===== src/rtl/disp_sched_pkg.sv =====
// Shared display-selector types: view encoding, mode encoding and counter sizing helper.
package common_types;

  localparam int unsigned DISP_NUM = 6;

  typedef enum logic [2:0] {
    CC    = 3'd0,
    PC    = 3'd1,
    ADDR  = 3'd2,
    OP    = 3'd3,
    INSTR = 3'd4,
    STATE = 3'd5
  } dispsel_t;

  typedef enum logic {
    AUTO   = 1'b0,
    MANUAL = 1'b1
  } disp_mode_t;

  // Width of a counter that runs 0..n-1, never narrower than 1 bit.
  function automatic int unsigned cnt_width(int unsigned n);
    return (n > 1) ? $clog2(n) : 1;
  endfunction

endpackage


===== src/rtl/disp_sched_key_debounce.sv =====
// Raw active-low KEY -> 2-flop synchroniser -> stability filter -> one-cycle press pulse.
module key_debounce
  import common_types::*;
#(
  parameter int unsigned DB_CYCLES = 2
) (
  input  logic clk,
  input  logic reset_n,
  input  logic key_n,
  output logic press
);

  localparam int unsigned CW = cnt_width(DB_CYCLES);
  localparam logic [CW-1:0] LAST = CW'(DB_CYCLES - 1);

  if (DB_CYCLES == 0) begin : g_bad_db
    $error("key_debounce: DB_CYCLES must be >= 1");
  end

  logic [1:0]    sync;
  logic          lvl;
  logic [CW-1:0] cnt;

  // lvl changes only after the synchronised input has differed for DB_CYCLES cycles
  always_ff @(posedge clk or negedge reset_n) begin
    if (!reset_n) begin
      sync  <= '1;
      lvl   <= 1'b1;
      cnt   <= '0;
      press <= 1'b0;
    end else begin
      sync  <= {sync[0], key_n};
      press <= 1'b0;
      if (sync[1] == lvl) begin
        cnt <= '0;
      end else if (cnt == LAST) begin
        lvl   <= sync[1];
        cnt   <= '0;
        press <= ~sync[1];
      end else begin
        cnt <= cnt + 1'b1;
      end
    end
  end

endmodule


===== src/rtl/disp_sched.sv =====
// 7-segment view sequencer: AUTO dwell rotation / MANUAL key stepping over enabled views.
// Optional post-change blanking enabled by defining DISP_SCHED_BLANK_EN.
module disp_sched
  import common_types::*;
#(
  parameter int unsigned CLK_HZ      = 50_000_000,
  parameter int unsigned DWELL_MS    = 1000,
  parameter int unsigned DEBOUNCE_MS = 10,
  parameter int unsigned BLANK_MS    = 50
) (
  input  logic                clk,
  input  logic                reset_n,
  input  logic                key_next,
  input  logic                key_mode,
  input  logic [DISP_NUM-1:0] en_mask,
  output dispsel_t            sel,
  output logic                auto_mode,
  output logic                adv,
  output logic                blank
);

  localparam int unsigned DWELL = CLK_HZ / 1000 * DWELL_MS;
  localparam int unsigned DB    = CLK_HZ / 1000 * DEBOUNCE_MS;
  localparam int unsigned BLANK = CLK_HZ / 1000 * BLANK_MS;
  localparam int unsigned DW    = cnt_width(DWELL);
  localparam logic [DW-1:0] DWELL_LAST = DW'(DWELL - 1);

  if (DWELL == 0 || DB == 0 || BLANK == 0) begin : g_bad_cfg
    $error("disp_sched: DWELL, DB and BLANK cycle counts must be >= 1");
  end

  // Smallest upward offset wins because the loop visits offsets from largest to smallest.
  function automatic dispsel_t next_view(dispsel_t cur, logic [DISP_NUM-1:0] mask);
    dispsel_t    r;
    logic [2:0]  j;
    int unsigned c;
    r = cur;
    c = 32'(cur);
    for (int unsigned i = DISP_NUM - 1; i > 0; i--) begin
      j = 3'((c + i) % DISP_NUM);
      if (mask[j]) r = dispsel_t'(j);
    end
    return r;
  endfunction

  logic       next_press, mode_press;
  disp_mode_t mode, mode_n;
  dispsel_t   sel_n;
  logic [DW-1:0] cnt, cnt_n;
  logic       adv_n, step, run, blanking;

  key_debounce #(.DB_CYCLES(DB)) u_key_next (
    .clk(clk), .reset_n(reset_n), .key_n(key_next), .press(next_press)
  );
  key_debounce #(.DB_CYCLES(DB)) u_key_mode (
    .clk(clk), .reset_n(reset_n), .key_n(key_mode), .press(mode_press)
  );

  assign run = (mode == AUTO) && !blanking;

  always_comb begin
    mode_n = mode;
    sel_n  = sel;
    cnt_n  = cnt;
    adv_n  = 1'b0;
    step   = 1'b0;
    if (mode_press) begin
      mode_n = (mode == AUTO) ? MANUAL : AUTO;
      cnt_n  = '0;
    end
    if (en_mask == '0) begin
      sel_n = CC;
      cnt_n = '0;
    end else begin
      // disabled current view, key press and dwell expiry all collapse into one advance
      step = !en_mask[sel] || next_press || (run && cnt == DWELL_LAST);
      if (step) begin
        sel_n = next_view(sel, en_mask);
        adv_n = (sel_n != sel);
        cnt_n = '0;
      end else if (run && !mode_press) begin
        cnt_n = cnt + 1'b1;
      end
    end
  end

  always_ff @(posedge clk or negedge reset_n) begin
    if (!reset_n) begin
      mode <= AUTO;
      sel  <= CC;
      cnt  <= '0;
      adv  <= 1'b0;
    end else begin
      mode <= mode_n;
      sel  <= sel_n;
      cnt  <= cnt_n;
      adv  <= adv_n;
    end
  end

`ifdef DISP_SCHED_BLANK_EN
  localparam int unsigned BW = cnt_width(BLANK);
  localparam logic [BW-1:0] BLANK_LAST = BW'(BLANK - 1);
  logic [BW-1:0] bcnt;

  always_ff @(posedge clk or negedge reset_n) begin
    if (!reset_n) begin
      blanking <= 1'b0;
      bcnt     <= '0;
    end else if (adv_n) begin
      blanking <= 1'b1;
      bcnt     <= '0;
    end else if (blanking) begin
      if (bcnt == BLANK_LAST) blanking <= 1'b0;
      else                    bcnt     <= bcnt + 1'b1;
    end
  end
`else
  assign blanking = 1'b0;
`endif

  assign blank     = blanking;
  assign auto_mode = (mode == AUTO);

endmodule


===== config.mk =====
export PLATFORM = sky130hd
export DESIGN_NAME = disp_sched
export DESIGN_NICKNAME = d
export VERILOG_FILES = /design/src/rtl/disp_sched_pkg.sv /design/src/rtl/disp_sched_key_debounce.sv /design/src/rtl/disp_sched.sv
export SDC_FILE = /design/constraint.sdc
export NUM_CORES = 1
export LEC_CHECK = 0
export ABC_AREA = 0
export ABC_CLOCK_PERIOD_IN_PS = 5900
export CAP_MARGIN = 25
export CELL_PAD_IN_SITES_DETAIL_PLACEMENT = 1
export CELL_PAD_IN_SITES_GLOBAL_PLACEMENT = 1
export CORE_AREA = 2 2 99 101
export DETAILED_ROUTE_END_ITERATION = 10
export DIE_AREA = 0 0 101 103
export HOLD_SLACK_MARGIN = 0.03
export PLACE_DENSITY = 0.94
export REMOVE_ABC_BUFFERS = 1
export SYNTH_ARGS = -nofsm -noshare
export SYNTH_HDL_FRONTEND = slang
export SYNTH_HIERARCHICAL = 1
export SYNTH_SLANG_ARGS = --single-unit
export TNS_END_PERCENT = 100

===== constraint.sdc =====
create_clock -name clk -period 5.9 [get_ports clk]
set_input_delay 0.59 -clock clk [delete_from_list [all_inputs] [get_ports clk]]
set_output_delay 0.59 -clock clk [all_outputs]
set_load 0.02 [all_outputs]

; ---- Word level (Yosys, flattened, before mapping)
; Index checks and enable logic that the tools add are counted.
; W data, S select, Z words.
[classes]
add_sub_neg = 8
n_div = 5
magnitude_cmp = 6
n_eq_ne = 6
mux = 36
n_bitwise = 5
reduce_logical = 11
[ops]
columns = operator, n
row1 = $mod A32 B3 Y32 const B, 5
row2 = $mux W26, 4
row3 = $mux W19, 4
row4 = $add A19 B1 Y19 const B, 2
row5 = $eq A19 B19 Y1 const B, 2
row6 = $mux W3, 9
row7 = $add A26 B1 Y26 const B, 1
row8 = $eq A26 B26 Y1 const B, 1
row9 = $lt A3 B4 Y1 const B, 6
row10 = $bmux W1 S3, 6
row11 = $mux W1, 13
row12 = $add A3 B2 Y4 const B, 2
row13 = $add A3 B3 Y4 const B, 2
row14 = $logic_not A6 Y1, 1
row15 = $not A1 Y1, 5
row16 = $add A3 B1 Y4 const B, 1
row17 = $reduce_and A2 Y1, 2
row18 = $reduce_bool A4 Y1, 1
row19 = $ne A3 B3 Y1, 1
row20 = $eq A1 B1 Y1, 2
row21 = $logic_and A1 B1 Y1, 2
row22 = $logic_not A1 Y1, 2
row23 = $logic_or A1 B1 Y1, 2
row24 = $reduce_bool A2 Y1, 1
[totals]
reg_bits = 77
out_inout_bits = 6
word_cells = 89

; ---- Depth between registers and ports, before layout
; Gate-level depths: netlist (run 1).
[depth]
word_depth = 14
ltp_mapped = 14
ltp_nobuf = 13

; ---- Modules after synthesis
; Netlist (run 1), hierarchy kept.
[modules_own_cells]
columns = module, n_inst, cells_each, area_per_inst_um2
row1 = disp_sched, 1, 278, 2546.2
row2 = key_debounce, 2, 110, 1122.3

; ---- Worst setup path after synthesis (run 1)
; OpenSTA, ideal clock, no wires.
[synth_timing]
path_type = reg2reg
from = register sel[1]
to = register adv
setup_ns = 0.124
arrival_ns = 3.370
setup_slack_ns = 2.406
stages_incl_launch_ff = 14
period_less_slack_ns = 3.494
path_cell_list = dfrtp_1 > inv_1 > ha_1 > a21oi_1 > inv_1 > ha_1 > nor2b_1 > a211o_1 > a21boi_1 > and3_1 > a2111oi_0 > a21oi_1 > xnor2_1 > o31a_1
[synth_via]
elab_chain_cells = 14
elab_cells_between_ends = 35
classes_between = add/sub: 5 / div: 5 / eq/ne: 1 / mux: 21 / reduce/logical: 3
[synth_rtl]
columns = element, line
row1 = "start, declared", disp_sched.sv:16  ; output dispsel_t sel,
row2 = "start signal, assigned", disp_sched.sv:95  ; sel <= sel_n;
row3 = $add A3 B3 Y4, disp_sched.sv:40  ; j = 3'((c + i) % DISP_NUM);
row4 = $mod A32 B3 Y32, disp_sched.sv:40
row5 = $bmux W1 S3, disp_sched.sv:41  ; if (mask[j]) r = dispsel_t'(j);
row6 = $mux W1 (not written as such), disp_sched.sv:41
row7 = $mux W3 (5 in a row), disp_sched.sv:41
row8 = $mux W3, disp_sched.sv:77  ; if (step) begin
row9 = $mux W3, disp_sched.sv:71  ; if (en_mask == '0) begin
row10 = $ne A3 B3 Y1, disp_sched.sv:79  ; adv_n = (sel_n != sel);
row11 = $mux W1 (*), disp_sched.sv:77
row12 = $mux W1 (*), disp_sched.sv:71
row13 = net adv_n, disp_sched.sv:50  ; logic adv_n, step, run, blanking;
row14 = "end signal, assigned", disp_sched.sv:97  ; adv <= adv_n;
row15 = "end, declared", disp_sched.sv:18  ; output logic adv,
; Mark *: on every way through the listed nets, which the timed path passes. The rest lies on a longest branch. The select of a mux whose other input is x is not followed.
; A chain may end at the register's enable or synchronous reset.

; ---- Worst setup path after layout (run 1)
; Same ends and word-level chain as after synthesis.

==> metrics.md, run 1 <==
| Metric | Value |
|---|---|
| Status | finished clean |
| Num CTS Buffers | 9 |
| Layout cell share with drive strength beyond 1 | 0.107 |
| Clock-pin slew on the worst setup and hold paths | 90 ps |
| Most frequent cells in the layout | dfrtp_1 (71), nor2_1 (68), xnor2_1 (34), nand2_1 (33), nand4_1 (25) |
| Worst slew margin | 0.434 |
| Maxcap violations | 0 |
| Yosys cell types | 70 |
| Switching Power | 0.967 mW |
| Final Hold Vio Count | 0 |
| Max VDD drop | 0.191 mV |
| Number of global-route vias before repair | 4012 |
| Tot GR Track Use | 0.244 |
| Critical path class | flop to flop |
| Starting DRC count in detailed routing | 201 |
| Tcrit/Tclk final | 0.661 |
| Hold Path Cell Cnt | 0 |
| Worst Skew | 13.2 ps |
| Syn avg cell area | 9.62 sq um |
| Die area | 0.0104 sq mm |
| Critical path arrival | 4150 ps |
| Register area share after synthesis | 0.404 |
| Area Overhead vs Synth | 10.4% |
| I/O Buffers | 14 |
| CP Launch Type | flop |
| Register bit total from synthesis | 77 |
| Final Setup Violations | 0 |
| Tightest Pin Transition | 848 ps |
| Chip Width | 101 um |
| GR Overflow Total | 0 |
| Drt pass-1 iters | 4 |
| Critical path endpoint category | flop |
| Final WL | 12000 um |
| Count of yosys warnings during synthesis | 6 |
| Top_reg_cell synth | dfrtp_1 |
| Net Sw Frac | 0.417 |
| Core box area | 0.00946 sq mm |
| Placement Rows | 36 |
| Nets | 533 |
| FF-to-FF setup slack | 2000 ps |
| Internal Power | 1.35 mW |
| Detail Placement HPWL | 8420 um |
| Final Max Slew Viols | 0 |
| Power per cell area | 438 mW/mm^2 |
| Critical path data required time | 6150 ps |
| Hold Crit Start | u_key_next/sync[0]$_DFF_PN1_ |
| DR WL/cell | 19.1 um |
| Post-synthesis cell count | 498 |
| Chip height | 103 um |
| Inserted Diodes | 0 |
| DRC Markers | 0 |
| Largest net degree at the start of global routing | 78 |
| Skew-Pair Late Insertion Delay | 370 ps |
| Initial antenna violation count | 0 |
| Via density | 6.11 |
| Hold endpoint | u_key_next/sync[1]$_DFF_PN1_ |
| Cell count of the worst reg-to-reg path | 13 |
| Synthesized area | 0.00479 sq mm |
| Routed vias | 3845 |
| Sink Count | 77 |
| Crit Path Max Fanout | 13 |
| Commonest non-fill, non-tap cell in the layout | dfrtp_1 |
| Starting Density | 0.506 |
| TritonCTS clock tree | built |
| Synth async-reset ratio | 1.00 |
| Worst hold path class | flop to flop |
| RSZ-0062 raised after global routing | no |
| Post-CTS resize count | 0 |
| EDFF count, synth | 0 |
| Final Wtd Congestion | 0.844 |
| Max Fclk | 256 MHz |
| Reg-to-Reg Start | sel[1]$_DFFE_PN0P_ |
| Maximum clock path buffer count | 2 |
| Minimum clock period | 3900 ps |
| FILL cells | 1048 |
| Reg2reg end | adv$_DFF_PN0_ |
| Root buf cell | clkbuf_8 |
| Leakage | 2.12 nW |
| First-pass GRT wire length | 19900 um |
| Setup TNS | 0 ps |
| Layout Utilization | 0.559 |
| H-tree lvl count | 3 |
| Sequential share of power | 0.275 |
| Clk pwr share | 0.234 |
| Final ANT Viol Nets | 0 |
| IO Count | 16 |
| Comb pwr share | 0.491 |
[power by group through the flow]
stage | Sequential, mW | Clock (mW) | Combinational, mW
after floorplan | 0.644 | 0 | 0.820
after global placement | 0.639 | 0 | 1.04
after detailed placement | 0.644 | 0 | 1.11
after CTS | 0.635 | 0.552 | 1.13
after global routing | 0.643 | 0.575 | 1.25
final | 0.636 | 0.543 | 1.14
[worst max-delay path, stage by stage (launching register included)]
cell and delay (ps):
dfrtp_1 620, inv_1 200, ha_1 320, a21oi_1 410
inv_1 150, ha_1 320, nor2b_1 60, a211o_1 330
a21boi_1 140, and3_1 240, a2111oi_0 380, a21oi_1 140
xnor2_1 150, o31a_1 300
[logic make-up after synthesis]
logic type                 Yosys count  share of synthesized area
AOI/OAI and AO/OA                   74                      0.121
xor gates and xnor gates            58                      0.109
adders and majority gates           13                     0.0340
buffers and inverters               34                     0.0337
DFF                                 77                      0.404
muxes                               17                     0.0423
other                                1                   0.000783
and+or+nand+nor                    224                      0.255
[state kept, by name (all words and copies together), names as in the netlist, 2 cells and up]
name and cells:
u_key_next/cnt 19, sel 3, u_key_mode/cnt 19, cnt 26, u_key_mode/sync 2, u_key_next/sync 2
[Yosys cell counts (all sizes together), types with 9 or more instances]
master   n  area, sq um
o21ai   13         65.1
a21oi   20          108
xor2    22          193
nand4   27          181
nand3   22          110
nor4    10         98.8
xnor2   36          330
nor3    23          131
mux2i    9         90.1
nand2   33          124
ha      13          163
buf      9         65.1
dfrtp   71         1780
inv     19         71.3
nor2    68          255
[metrics by stage]
stage	hold WS, ps	total power [mW]	std cells	worst slack (ps)	instance area, sq um
final	360	2.32	629	2000	5290
after floorplan	294	1.46	483	2400	4700
after CTS	360	2.31	627	2050	5250
after global placement	347	1.68	611	2310	4980
after global routing	363	2.46	629	1700	5290
after detailed placement	348	1.76	611	2100	4980
[per-layer routing]
metal / track usage / up-vias / part of all wire
li1: - / 1809 / -
met1: 0.293 / 1944 / 0.42
met2: 0.439 / 70 / 0.53
met3: 0.0481 / 22 / 0.029
met4: 0.0884 / 0 / 0.019
met5: 0 / - / 0
[worst max path at each step]
stage | start | endpoint | slack (ps) | cells past startpoint
after CTS | sel[1]$_DFFE_PN0P_ | adv$_DFF_PN0_ | 2050 | 13
after detailed placement | sel[1]$_DFFE_PN0P_ | adv$_DFF_PN0_ | 2100 | 13
after global placement | sel[1]$_DFFE_PN0P_ | adv$_DFF_PN0_ | 2310 | 13
after floorplan | sel[1]$_DFFE_PN0P_ | adv$_DFF_PN0_ | 2400 | 13
after global routing | sel[1]$_DFFE_PN0P_ | adv$_DFF_PN0_ | 1700 | 13
final | sel[1]$_DFFE_PN0P_ | adv$_DFF_PN0_ | 2000 | 13
[layout make-up]
type,count,area (sq um),area share
Tap cell,114,143,0.0270
Sequential cell,77,1930,0.366
Timing Repair Buffer,16,175,0.0331
Clock inverter,6,134,0.0253
Clock buffer,10,138,0.0260
Inverter,19,71.3,0.0135
Multi-Input combinational cell,387,2700,0.509
[repair_timing]
item,CTS,global route
buffers inserted,0,0
hold endpoints to repair,0,4
hold buffers,0,1
Note: power is estimated with default switching activity, not from simulation.
==> inputs of run 2 (changes only) <==
--- a/config.mk
+++ b/config.mk
@@ -6,15 +6,15 @@
 export NUM_CORES = 1
 export LEC_CHECK = 0
 export ABC_AREA = 0
-export ABC_CLOCK_PERIOD_IN_PS = 5900
+export ABC_CLOCK_PERIOD_IN_PS = 3150
 export CAP_MARGIN = 25
 export CELL_PAD_IN_SITES_DETAIL_PLACEMENT = 1
 export CELL_PAD_IN_SITES_GLOBAL_PLACEMENT = 1
-export CORE_AREA = 2 2 99 101
+export CORE_AREA = 2 2 108 110
 export DETAILED_ROUTE_END_ITERATION = 10
-export DIE_AREA = 0 0 101 103
+export DIE_AREA = 0 0 110 112
 export HOLD_SLACK_MARGIN = 0.03
-export PLACE_DENSITY = 0.94
+export PLACE_DENSITY = 0.85
 export REMOVE_ABC_BUFFERS = 1
 export SYNTH_ARGS = -nofsm -noshare
 export SYNTH_HDL_FRONTEND = slang
==> constraint.sdc (replaced) <==
create_clock -name clk -period 3.15 [get_ports clk]
set_input_delay 0.315 -clock clk [delete_from_list [all_inputs] [get_ports clk]]
set_output_delay 0.315 -clock clk [all_outputs]
set_load 0.02 [all_outputs]
==> run 2 against run 1 <==
Effect of this change: worst setup slack got worse by 1900 ps; total power increased by 110%; clock skew decreased by 7.9 ps; die area increased by 18%; maximum frequency increased by 30%; wire length decreased by 0.18%; cell count increased by 6.7%; hold slack got worse by 16 ps; clock power increased by 100%.
==> metrics.md, run 2 (synthesis gave the netlist of run 1 again) <==
| Metric | Value |
|---|---|
| Status | finished clean (unchanged) |
| Critical path data required time | 3370 ps (was 6150 ps) |
| Inserted Diodes | 0 (unchanged) |
| Register area | 0.00194 sq mm (was 0.00193 sq mm) |
| Number of global-route vias before repair | 4235 (was 4012) |
| Largest regs | cnt: 26 flops, u_key_mode/cnt: 19 flops, u_key_next/cnt: 19 flops (unchanged) |
| Starting DRC count in detailed routing | 183 (was 201) |
| Clock-pin slew on the worst setup and hold paths | 60 ps (was 90 ps) |
| Largest net degree at the start of global routing | 78 (unchanged) |
| CP Launch Type | flop (unchanged) |
| Area Overhead vs Synth | 15.1% (was 10.4%) |
| Slowest cell delay on critical path | 530 ps (was 620 ps) |
| Starting Density | 0.429 (was 0.506) |
| Placement Rows | 39 (was 36) |
| GR Util met2 | 0.355 (was 0.439) |
| H-tree lvl count | 3 (unchanged) |
| Final Setup Violations | 0 (unchanged) |
| Nets | 546 (was 533) |
| Critical path arrival | 3220 ps (was 4150 ps) |
| Root buf cell | clkbuf_16 (was clkbuf_8) |
| Critical path cell sequence | buf_4 -> ha_2 -> mux4_2 -> a22o_1 -> mux2i_1 -> nand2_1 -> nor4_1 -> a21oi_2 -> xnor2_1 -> o31a_1 (was inv_1 -> ha_1 -> a21oi_1 -> inv_1 -> ha_1 -> nor2b_1 -> a211o_1 -> a21boi_1 -> and3_1 -> a2111oi_0 -> a21oi_1 -> xnor2_1 -> o31a_1) |
| Cell family with most CP delay | multiplexers (was compound AO/OA/AOI/OAI gates) |
| Tcrit/Tclk final | 0.954 (was 0.661) |
| Critical path endpoint category | flop (unchanged) |
| Critical path class | flop to flop (unchanged) |
| Slowest-stage cell, CP | mux4_2 (was dfrtp_1) |
| Crit Path Max Fanout | 9 (was 13) |
| Design area | 0.00551 sq mm (was 0.00529 sq mm) |
| Cell count of the worst reg-to-reg path | 10 (was 13) |
| Routing usage on met1 | 0.261 (was 0.293) |
| Max Fclk | 333 MHz (was 256 MHz) |
| Overall Power | 4.75 mW (was 2.32 mW) |
| Chip height | 112 um (was 103 um) |
| Multi-input gate area | 0.00275 sq mm (was 0.00270 sq mm) |
| GR Overflow Total | 0 (unchanged) |
| Leakage | 2.20 nW (was 2.12 nW) |
| Worst slew margin | 0.492 (was 0.434) |
| Tot GR Track Use | 0.211 (was 0.244) |
| DR WL/cell | 17.8 um (was 19.1 um) |
| Final ANT Viol Nets | 0 (unchanged) |
| Reg-to-Reg Start | sel[2]$_DFFE_PN0P_ (was sel[1]$_DFFE_PN0P_) |
| Num CTS Buffers | 9 (unchanged) |
| IO Count | 16 (unchanged) |
| Worst Skew | 5.28 ps (was 13.2 ps) |
| Most frequent cells in the layout | dfrtp_1 (70), nor2_1 (68), xnor2_1 (34), nand2_1 (33), nand4_1 (25) (was dfrtp_1 (71), nor2_1 (68), xnor2_1 (34), nand2_1 (33), nand4_1 (25)) |
| Final Wtd Congestion | 0.872 (was 0.844) |
| Layout cell share with drive strength beyond 1 | 0.152 (was 0.107) |
| Drt pass-1 iters | 4 (unchanged) |
| Minimum clock period | 3000 ps (was 3900 ps) |
| GR Util met3 | 0.0422 (was 0.0481) |
| First-pass GRT wire length | 20500 um (was 19900 um) |
| DRC Markers | 0 (unchanged) |
| Worst hold path class | input pin to async pin (was flop to flop) |
| Routed vias | 3861 (was 3845) |
| Chip Width | 110 um (was 101 um) |
| Final Max Slew Viols | 0 (unchanged) |
| Maximum clock path buffer count | 2 (unchanged) |
| Maxcap violations | 0 (unchanged) |
| I/O Buffers | 14 (unchanged) |
| Die area | 0.0123 sq mm (was 0.0104 sq mm) |
| RSZ-0062 raised after global routing | yes (was no) |
| Via density | 5.75 (was 6.11) |
| Final WL | 12000 um (about the same) |
| Final Hold Vio Count | 0 (unchanged) |
| Most flops, register | cnt (unchanged) |
| Max VDD drop | 0.635 mV (was 0.191 mV) |
| FF-to-FF setup slack | 150 ps (was 2000 ps) |
| Critical path buffers and inverters | 1 (was 2) |
| Sink Count | 77 (unchanged) |
| Core box area | 0.0112 sq mm (was 0.00946 sq mm) |
| Tightest Pin Transition | 762 ps (was 848 ps) |
| Reg2reg end | adv$_DFF_PN0_ (unchanged) |
| TritonCTS clock tree | built (unchanged) |
| Detail Placement HPWL | 8510 um (was 8420 um) |
| Placed instance area | 0.00510 sq mm (was 0.00498 sq mm) |
| Max reg flops | 26 (unchanged) |
| Power per cell area | 862 mW/mm^2 (was 438 mW/mm^2) |
| Skew-Pair Late Insertion Delay | 340 ps (was 370 ps) |
| Initial antenna violation count | 0 (unchanged) |
| FILL cells | 1266 (was 1048) |
| GR peak layer | met2 (unchanged) |
| Commonest non-fill, non-tap cell in the layout | dfrtp_1 (unchanged) |
run 2: cell types whose count changed in the layout (fill, tap and decap cells not counted), moves of 4 or more:
cell       change
clkbuf_8      -10
a21oi_1        -4
buf_4         +13
clkbuf_16      +9
a21oi_2        +4
run 2: routing by layer:
metal  wire length, um  up-vias
met5                 0        -
met4               259        0
met3               292       22
met2              6100       58
met1              5320     1948
li1                  -     1833
run 2: layout make-up:
cell class	instances	area share
multi-input cells	387	0.498
clock inverters	5	0.0136
clock buffers	11	0.0422
flip-flops and latches	77	0.351
inverters	19	0.0129
repair buffers	29	0.0495
well taps	143	0.0325
run 2: report_power, final:
group	total, mW	internal [mW]	switching, mW
clock network	1.09	0.690	0.397
logic	2.55	1.07	1.48
registers	1.11	1.05	0.0617
total	4.75	2.82	1.94
run 2: worst max path at each step:
stage                                  start            end  slack (ps)  depth (start not counted)
after detailed placement  sel[1]$_DFFE_PN0P_  adv$_DFF_PN0_         -40                         13
after CTS                 sel[1]$_DFFE_PN0P_  adv$_DFF_PN0_          -2                         13
final                     sel[2]$_DFFE_PN0P_  adv$_DFF_PN0_         150                         10
after floorplan           sel[1]$_DFFE_PN0P_  adv$_DFF_PN0_        -350                         13
after global placement    sel[1]$_DFFE_PN0P_  adv$_DFF_PN0_         100                         13
after global routing      sel[1]$_DFFE_PN0P_  adv$_DFF_PN0_         -30                         13
run 2: what timing repair did:
item | in CTS | in global routing
buffers inserted | 0 | 2
resized for setup | 3 | 14
pin swaps | 0 | 3
hold endpoints to repair | 0 | 8
endpoints found under the setup margin | 2 | 3
hold buffers | 0 | 1
run 2: through the flow:
stage                     setup slack [ps]  utilization  cells  setup TNS, ps  hold slack (ps)
after floorplan                       -346            -    483           -494             19.4
after global placement                98.0        0.456    651              0              346
after detailed placement             -39.6        0.456    651          -69.7              351
after CTS                            -1.94        0.485    667          -1.94              188
after global routing                 -26.1        0.493    671          -26.1              355
final                                  146        0.493    671              0              344
==> inputs of run 3 (changes only) <==
--- a/config.mk
+++ b/config.mk
@@ -11,10 +11,11 @@
 export CELL_PAD_IN_SITES_DETAIL_PLACEMENT = 1
 export CELL_PAD_IN_SITES_GLOBAL_PLACEMENT = 1
 export CORE_AREA = 2 2 108 110
+export CTS_CLUSTER_DIAMETER = 80
 export DETAILED_ROUTE_END_ITERATION = 10
 export DIE_AREA = 0 0 110 112
 export HOLD_SLACK_MARGIN = 0.03
-export PLACE_DENSITY = 0.85
+export PLACE_DENSITY = 0.84
 export REMOVE_ABC_BUFFERS = 1
 export SYNTH_ARGS = -nofsm -noshare
 export SYNTH_HDL_FRONTEND = slang
==> run 3 against run 2 <==
Effect of this change: total power shrank 2.1%; clock skew increased by 2.6 ps; highest routed layer unchanged; hold slack worse by 6.4 ps; clock-buffer cell count stayed put; core utilization is 0.090 points lower; first-iteration DRC count down 9.3%; clock power fell by 6%; sequential share of layout area is 0.064 points higher; maximum frequency increased by 0.93%; combinational power shrank 2%.
==> metrics.md, run 3 (synthesis gave the netlist of run 1 again) <==
| Metric | Value |
|---|---|
| Status | finished clean (unchanged) |
| I/O Buffers | 14 (unchanged) |
| Skew-Pair Late Insertion Delay | 340 ps (about the same) |
| Final WS setup | 173 ps (was 146 ps) |
| TritonCTS clock tree | built (unchanged) |
| CP Launch Type | flop (unchanged) |
| Final Setup Violations | 0 (unchanged) |
| Switching Power | 1.91 mW (was 1.94 mW) |
| Cell Count, Final, Fillers Out | 671 (unchanged) |
| Tcrit/Tclk final | 0.945 (was 0.954) |
| Critical path arrival | 3200 ps (was 3220 ps) |
| Tightest Pin Transition | 721 ps (was 762 ps) |
| Detail Placement HPWL | 8240 um (was 8510 um) |
| Chip height | 112 um (unchanged) |
| Worst Skew | 7.91 ps (was 5.28 ps) |
| First-pass GRT wire length | 20200 um (was 20500 um) |
| Largest net degree at the start of global routing | 78 (unchanged) |
| Number of global-route vias before repair | 4194 (was 4235) |
| Max Fclk | 336 MHz (was 333 MHz) |
| Final ANT Viol Nets | 0 (unchanged) |
| Final WL | 11400 um (was 12000 um) |
| Final Hold Vio Count | 0 (unchanged) |
| Power per cell area | 846 mW/mm^2 (was 862 mW/mm^2) |
| Clock-pin slew on the worst setup and hold paths | 60 ps (about the same) |
| Critical path class | flop to flop (unchanged) |
| Starting DRC count in detailed routing | 166 (was 183) |
| Worst hold path class | input pin to async pin (unchanged) |
| Drt pass-1 iters | 4 (unchanged) |
| Area Overhead vs Synth | 14.9% (was 15.1%) |
| H-tree lvl count | 3 (unchanged) |
| Crit Path Max Fanout | 11 (was 9) |
| Inserted Diodes | 0 (unchanged) |
| Via density | 5.72 (was 5.75) |
| Multi-input gate area | 0.00275 sq mm (about the same) |
| Maxcap violations | 0 (unchanged) |
| Chip Width | 110 um (unchanged) |
| Worst slack at placement | -102 ps (was -39.6 ps) |
| Commonest non-fill, non-tap cell in the layout | dfrtp_1 (unchanged) |
| Most flops, register | cnt (unchanged) |
| Most frequent cells in the layout | dfrtp_1 (70), nor2_1 (67), xnor2_1 (34), nand2_1 (33), nand4_1 (25) (was dfrtp_1 (70), nor2_1 (68), xnor2_1 (34), nand2_1 (33), nand4_1 (25)) |
| Starting Density | 0.429 (unchanged) |
| Final hold slack | 338 ps (was 344 ps) |
| Clk pwr share | 0.219 (was 0.229) |
| Largest regs | cnt: 26 flops, u_key_mode/cnt: 19 flops, u_key_next/cnt: 19 flops (unchanged) |
| IO Count | 16 (unchanged) |
| GR Overflow Total | 0 (unchanged) |
| Worst slew margin | 0.519 (was 0.492) |
| Comb pwr share | 0.538 (was 0.537) |
| DP Cell Count | 653 (was 651) |
| Tot GR Track Use | 0.206 (was 0.211) |
| Max reg flops | 26 (unchanged) |
| FILL cells | 1265 (was 1266) |
| Layout cell share with drive strength beyond 1 | 0.155 (was 0.152) |
| Critical path data required time | 3370 ps (about the same) |
| Minimum clock period | 2980 ps (was 3000 ps) |
| Num CTS Buffers | 9 (unchanged) |
| DRC Markers | 0 (unchanged) |
| Root buf cell | clkbuf_16 (unchanged) |
| Maximum clock path buffer count | 2 (unchanged) |
| Die area | 0.0123 sq mm (unchanged) |
| Max VDD drop | 0.631 mV (was 0.635 mV) |
| Internal Power | 2.74 mW (was 2.82 mW) |
| Nets | 546 (unchanged) |
| Final Max Slew Viols | 0 (unchanged) |
| FF-to-FF setup slack | 170 ps (was 150 ps) |
| Sequential share of power | 0.242 (was 0.234) |
| Net Sw Frac | 0.410 (was 0.408) |
| Leakage | 2.20 nW (about the same) |
| Register area | 0.00194 sq mm (unchanged) |
| Sink Count | 77 (unchanged) |
| DR WL/cell | 17.1 um (was 17.8 um) |
| Initial antenna violation count | 0 (unchanged) |
| Placement Rows | 39 (unchanged) |
| Core box area | 0.0112 sq mm (unchanged) |
| Routed vias | 3841 (was 3861) |
| Critical path endpoint category | flop (unchanged) |
| Final Wtd Congestion | 0.863 (was 0.872) |
[run 3: changes by cell type in the layout (fill, tap and decap cells not counted), sizes merged]
cell    previous run  this run
clkinv             3         4
bufinv             2         1
[run 3: metrics by stage]
stage                     power [mW]  instance area, sq um  utilization  TNS (ps)
final                           4.65                  5500        0.492         0
after global routing            5.00                  5500        0.492     -10.5
after CTS                       4.53                  5420        0.485         0
after detailed placement        3.45                  5110        0.458      -102
after global placement          3.32                  5110        0.458         0
after floorplan                 2.74                  4700            -      -494
[run 3: worst paths after layout]
check                           cells after the start                            to                    startpoint
worst max-delay path                               13            sel[1]$_DFFE_PN0P_            sel[1]$_DFFE_PN0P_
worst min-delay path                                2            cnt[3]$_DFFE_PN0P_                       reset_n
worst max register to register                     13            sel[1]$_DFFE_PN0P_            sel[1]$_DFFE_PN0P_
worst min register to register                      0  u_key_next/sync[1]$_DFF_PN1_  u_key_next/sync[0]$_DFF_PN1_
max in group asynchronous                           3    u_key_next/lvl$_DFFE_PN1P_                       reset_n
min in group clk                                    0  u_key_next/sync[1]$_DFF_PN1_  u_key_next/sync[0]$_DFF_PN1_
[run 3: worst max-delay path, stage by stage, from the launching register on]
cell and delay, ps:
dfrtp_1 410, buf_4 190, ha_1 250, a21oi_2 190, inv_1 60, ha_1 320
nor2b_4 150, a211oi_2 100, nor2_2 180, mux2i_1 230, o21ai_1 120, a211oi_1 280
o21bai_1 100, a221oi_1 290
[run 3: layout make-up]
type                       instances  area share
clock buffer                      11      0.0441
clock inverter                     5     0.00910
inverter                          19      0.0130
multi-input combinational        387       0.500
sequential                        77       0.352
tap                              143      0.0325
timing repair buffer              29      0.0496
[run 3: what timing repair did]
| action | in CTS | in global routing |
|---|---|---|
| hold endpoints to repair | 0 | 5 |
| endpoints found under the setup margin | 1 | 4 |
| buffers inserted | 0 | 0 |
| pin swaps | 0 | 5 |
| hold buffers | 0 | 1 |
| resized for setup | 5 | 14 |
[run 3: metal layers]
| metal | track usage | routed length, um | vias to the layer above |
|---|---|---|---|
| li1 | - | - | 1841 |
| met2 | 0.343 | 5860 | 40 |
| met3 | 0.0310 | 220 | 18 |
| met1 | 0.264 | 5150 | 1942 |
| met5 | 0 | 0 | - |
| met4 | 0.0852 | 222 | 0 |
[run 3: power by group through the flow]
stage                     sequential [mW]  combinational, mW  clock [mW]
after floorplan                      1.21               1.54           0
after global placement               1.13               2.19           0
after detailed placement             1.14               2.31           0
after CTS                            1.12               2.37        1.04
after global routing                 1.14               2.78        1.09
final                                1.13               2.50        1.02
